==> src/rtl/imem_loader_ctrl.sv <==
// Boot loader for the instruction memory: streams host bytes into words, then releases the core.
// Optional checksum trailer is enabled by defining IMEM_LOADER_CHECKSUM_EN.
module imem_loader_ctrl #(
  parameter int DEPTH = 256,
  parameter int WIDTH = 32,
  parameter int AW    = $clog2(DEPTH)
) (
  input  logic             clk,
  input  logic             rst_n,
  input  logic             start,
  input  logic [AW:0]      len,
  input  logic             byte_valid,
  input  logic [7:0]       byte_data,
  output logic             byte_ready,
  input  logic [31:0]      pc,
  output logic [AW-1:0]    mem_a,
  output logic             mem_we,
  output logic [WIDTH-1:0] mem_wd,
  output logic             core_rst_n,
  output logic             busy,
  output logic             err
);

  typedef enum logic [2:0] {
    IDLE,
    LOAD,
    WRITE,
    RUN
`ifdef IMEM_LOADER_CHECKSUM_EN
    , CHECK
`endif
  } state_t;

  localparam logic [AW:0] DEPTH_W = (AW+1)'(DEPTH);

  state_t      state;
  logic [AW:0] ptr;
  logic [AW:0] len_q;
  logic [1:0]  k;
  logic [23:0] asm_q;
`ifdef IMEM_LOADER_CHECKSUM_EN
  logic [31:0] sum;
`endif

  logic        take;
  logic [AW:0] ptr_nx;
  logic [31:0] word_nx;
  logic        unused_pc;

  assign take      = byte_valid && byte_ready;
  assign ptr_nx    = ptr + (AW+1)'(1);
  // The top byte is never stored; the completed word is formed from the live byte.
  assign word_nx   = {byte_data, asm_q};
  assign unused_pc = ^pc[31:AW+2];

  always_comb begin
    mem_a = '0;
    if (state == WRITE)
      mem_a = ptr[AW-1:0];
    else if (state == RUN && core_rst_n)
      mem_a = pc[AW+1:2];
  end

  always_ff @(posedge clk or negedge rst_n) begin
    if (!rst_n) begin
      state      <= IDLE;
      core_rst_n <= 1'b0;
      byte_ready <= 1'b0;
      mem_we     <= 1'b0;
      mem_wd     <= '0;
      busy       <= 1'b0;
      err        <= 1'b0;
      ptr        <= '0;
      len_q      <= '0;
      k          <= '0;
      asm_q      <= '0;
`ifdef IMEM_LOADER_CHECKSUM_EN
      sum        <= '0;
`endif
    end else if (start && (state == IDLE || state == RUN)) begin
      core_rst_n <= 1'b0;
      byte_ready <= 1'b0;
      busy       <= 1'b0;
      mem_we     <= 1'b0;
      if (len > DEPTH_W) begin
        err   <= 1'b1;
        state <= IDLE;
      end else if (len == '0) begin
        err <= 1'b0;
`ifdef IMEM_LOADER_CHECKSUM_EN
        sum        <= '0;
        k          <= '0;
        byte_ready <= 1'b1;
        busy       <= 1'b1;
        state      <= CHECK;
`else
        // From RUN this gives the core a one-cycle reset pulse before it restarts.
        core_rst_n <= (state == IDLE);
        state      <= RUN;
`endif
      end else begin
        err        <= 1'b0;
        len_q      <= len;
        ptr        <= '0;
        k          <= '0;
        byte_ready <= 1'b1;
        busy       <= 1'b1;
`ifdef IMEM_LOADER_CHECKSUM_EN
        sum        <= '0;
`endif
        state      <= LOAD;
      end
    end else begin
      if (take) begin
        k <= k + 2'd1;
        case (k)
          2'd0:    asm_q[7:0]   <= byte_data;
          2'd1:    asm_q[15:8]  <= byte_data;
          2'd2:    asm_q[23:16] <= byte_data;
          default: ;
        endcase
      end
      case (state)
        IDLE: core_rst_n <= 1'b0;
        LOAD: begin
          if (take && k == 2'd3) begin
            mem_we     <= 1'b1;
            mem_wd     <= word_nx;
            byte_ready <= 1'b0;
            state      <= WRITE;
          end
        end
        WRITE: begin
          mem_we <= 1'b0;
          ptr    <= ptr_nx;
`ifdef IMEM_LOADER_CHECKSUM_EN
          sum    <= sum + mem_wd;
`endif
          if (ptr_nx == len_q) begin
`ifdef IMEM_LOADER_CHECKSUM_EN
            byte_ready <= 1'b1;
            state      <= CHECK;
`else
            busy       <= 1'b0;
            core_rst_n <= 1'b1;
            state      <= RUN;
`endif
          end else begin
            byte_ready <= 1'b1;
            state      <= LOAD;
          end
        end
`ifdef IMEM_LOADER_CHECKSUM_EN
        CHECK: begin
          if (take && k == 2'd3) begin
            byte_ready <= 1'b0;
            busy       <= 1'b0;
            if (word_nx == sum) begin
              core_rst_n <= 1'b1;
              state      <= RUN;
            end else begin
              err   <= 1'b1;
              state <= IDLE;
            end
          end
        end
`endif
        RUN: begin
          core_rst_n <= 1'b1;
          if (core_rst_n && pc[1:0] != 2'b00)
            err <= 1'b1;
        end
        default: state <= IDLE;
      endcase
    end
  end

endmodule

==> config.mk <==
export PLATFORM = sky130hd
export DESIGN_NAME = imem_loader_ctrl
export DESIGN_NICKNAME = d
export VERILOG_FILES = /design/src/rtl/imem_loader_ctrl.sv
export SDC_FILE = /design/constraint.sdc
export NUM_CORES = 1
export LEC_CHECK = 0
export CAP_MARGIN = 20
export CORE_MARGIN = 4
export CORE_UTILIZATION = 31
export CTS_CLUSTER_DIAMETER = 100
export CTS_CLUSTER_SIZE = 12
export DETAILED_ROUTE_END_ITERATION = 10
export SYNTH_ARGS = -nofsm -noshare
export SYNTH_HDL_FRONTEND = slang
export SYNTH_SLANG_ARGS = --single-unit
==> constraint.sdc <==
create_clock -name clk -period 2.11 [get_ports clk]
set_clock_uncertainty 0.05 [all_clocks]
set_input_delay 0.422 -clock clk [delete_from_list [all_inputs] [get_ports clk]]
set_output_delay 0.422 -clock clk [all_outputs]
set_load 0.03 [all_outputs]
==> metrics <==
Post-Synthesis Cell Area=3910 um2; Final HPWL DP=around 6800 um; R2R cell count=8; Tot GR Track Use=0.138; Clk network pwr share=0.222; status=complete, but fails checks; vias=3,018; Setup-failing EPs final=4; Tcrit/Tclk final=1.09; Placer Congestion=0.821; FFs w/ async S/R, synth=1.00; Crit. End Element=flop; Area after DPL=between 5000 and 6000 um2; CTS Buf Count=9; R2R Path End=core_rst_n; Core Util, Final=0.469; DRT Pass-1 Iters=4; chip height=roughly 120 um; Post-DRT Antenna Nets=0; CTS sink count=slightly above 80; design area=approximately 5700 um2; worst skew pair latency=about 0.34 ns; synthesized area per cell=11.7 um2; hold_buf cts=0; reg2reg start=ptr[1]; first-pass GRT wire length=roughly 16,000 um; Arrival @ worst endpoint=between 2 and 3 ns; WP data required=2.33 ns; crit path max fanout=6; core region area=between 10,000 and 15,000 um2; Initial DRC Count=81; worst vdd ir=approximately 0.00048 V; predominant post-synthesis flop cell=dfrtp_1; min Tclk post-route=around 2.3 ns; final hold violations=0; Ports=98; Syn Inst Count=roughly 330; warnings from Yosys=0; syn_nets=between 300 and 400; dpl ws=-0.430 ns; Slew Limit Fails=0; fin nets=520; CTS tree=built; Logic pwr share=0.420; largest net degree at the start of global routing=44; Starting Density=0.322; Setup crit start kind=flop; Post-synth EDFFs=0; relative slew slack=0.602; slack of the critical path=-0.188 ns; total gr overflow=0; Sw Share=0.344; die area=approximately 14,000 um2; PortBufs=75; Yosys cell types=45; P&R area growth vs syn=45.9%; clk slew on worst S/H paths=roughly 0.06 ns; # rows=40; CTS Root Cell=clkbuf_16; filler cell count in the final layout=~1,100; RSZ-0062 raised after global routing=yes; initial antenna violation count=0; H-tree levels=3; Seq pwr share=0.358; Cell Int Power=4270 uW; drt total wl=9720 um; DRC=0; crit path kind=reg2reg; DR vias/cell=just under 5; failing checks=setup timing; R2R Setup Slk=-0.19 ns; share of cells above drive strength 1=0.378; antenna diode count=0; Yosys reg bits=83; Leakage=approximately 0.0026 uW; register area share after synthesis=0.531; worst slew pin tran=0.597 ns; Peak Freq=435 MHz; PwrDens=1140 nW/um2; Die X=between 100 and 150 um; maxcap violations=0; hold slack=approximately 0.048 ns; Avg WL per Cell=about 15 um; Worst Hold Class=in2async; clk buf depth=2; switching power=2240 uW; number of global-route vias before repair=about 3,200
[cells by family (layout without fill, tap and decap cells)]
logic type | after synthesis | in the layout | synth area share
flops | 83 | 83 | 0.531
simple gates | 82 | 82 | 0.103
mux | 68 | 68 | 0.195
compound gates | 50 | 50 | 0.0813
buf+inv | 28 | 155 | 0.0298
fa+ha+maj | 11 | 11 | 0.0352
xor+xnor | 11 | 11 | 0.0246
[layout by cell type (no fill, tap or decap), types with 3 or more instances in the layout]
master | synthesis | layout
and3_1 | 5 | 4
a22o_1 | 3 | 3
dfrtp_1 | 83 | 82
buf_12 | 0 | 5
o21ai_1 | 0 | 9
buf_6 | 1 | 6
o21ai_2 | 0 | 3
nand2_1 | 37 | 35
a21oi_1 | 5 | 3
nand3_1 | 8 | 7
buf_4 | 0 | 53
mux2_1 | 3 | 3
ha_1 | 11 | 6
nor2_1 | 12 | 9
inv_1 | 10 | 8
dlymetal6s2s_1 | 0 | 7
xnor2_1 | 7 | 7
xor2_1 | 4 | 4
ha_4 | 0 | 4
nor2_2 | 0 | 3
o31ai_1 | 6 | 5
a31oi_1 | 3 | 3
clkinvlp_4 | 0 | 3
o21ai_0 | 22 | 10
mux2_2 | 63 | 63
clkdlybuf4s50_1 | 0 | 58
clkbuf_16 | 0 | 9
nand4_1 | 3 | 3
[cell type report]
type | count | area [um2] | share of cell area
multi-input combinational | 222 | 1870 | 0.327
clock inverter | 4 | 27.5 | 0.00483
sequential | 83 | 2080 | 0.364
clock buffer | 11 | 243 | 0.0426
tap | 168 | 210 | 0.0369
timing repair buffer | 130 | 1240 | 0.218
inverter | 10 | 37.5 | 0.00658
[worst max-delay path: stages (launching register included)]
cell,delay (ns)
dfrtp_1,0.39
ha_4,0.18
and2b_2,0.22
or3_1,0.30
a31oi_1,0.15
nand4_1,0.21
buf_4,0.21
or4_1,0.46
nand3_1,0.07
[per-stage QoR]
stage	TNS [ns]	power (uW)	std cells
floorplan	-0.342	3790	333
global placement	-7.83	4710	604
detailed placement	-7.59	4800	604
CTS	-0.507	6370	624
global route	-0.996	6940	628
finish	-0.496	6510	628
[power by group through the flow]
| stage | registers [uW] | logic (uW) | clock network [uW] |
|---|---|---|---|
| floorplan | 2470 | 1310 | 0 |
| global placement | 2320 | 2390 | 0 |
| detailed placement | 2340 | 2460 | 0 |
| CTS | 2320 | 2560 | 1490 |
| global route | 2390 | 2990 | 1570 |
| finish | 2330 | 2730 | 1450 |
[state kept, by name (all words and copies together), names as in the netlist]
register    cells
mem_we          1
ptr             9
len_q           9
byte_ready      1
asm_q          24
core_rst_n      1
mem_wd         32
k               2
state           2
busy            1
err             1
[synth_stat cells (5+ instances only)]
cell type,number,area share
dfrtp_1,83,0.53
and3_1,5,0.0080
o21ai_0,22,0.028
a21oi_1,5,0.0064
mux2_2,63,0.18
nor2_1,12,0.012
ha_1,11,0.035
nand2_1,37,0.036
o31ai_1,6,0.012
clkbuf_1,13,0.012
nand3_1,8,0.010
inv_1,10,0.0096
xnor2_1,7,0.016
[how the worst max path moves through the flow]
stage	start	to	slack [ns]
floorplan	ptr[0]	byte_ready	-0.10
CTS	ptr[0]	core_rst_n	-0.18
global placement	len[1]	ptr[6]	-0.43
finish	ptr[1]	core_rst_n	-0.19
detailed placement	len[1]	ptr[6]	-0.43
global route	ptr[1]	core_rst_n	-0.26
[repair_timing]
item,4_1_cts,5_1_grt
endpoints found under the setup margin,35,64
resized for setup,15,38
buffers inserted,5,6
pin swaps,10,10
[routing by layer]
layer  part of all wire  track usage  wire (um)
met1               0.43        0.168       4200
met2               0.48        0.227       4660
met3              0.072       0.0449        698
met4              0.017       0.0517        163
met5                  0            0          0
No activity file was read; power rests on OpenSTA's default activity.
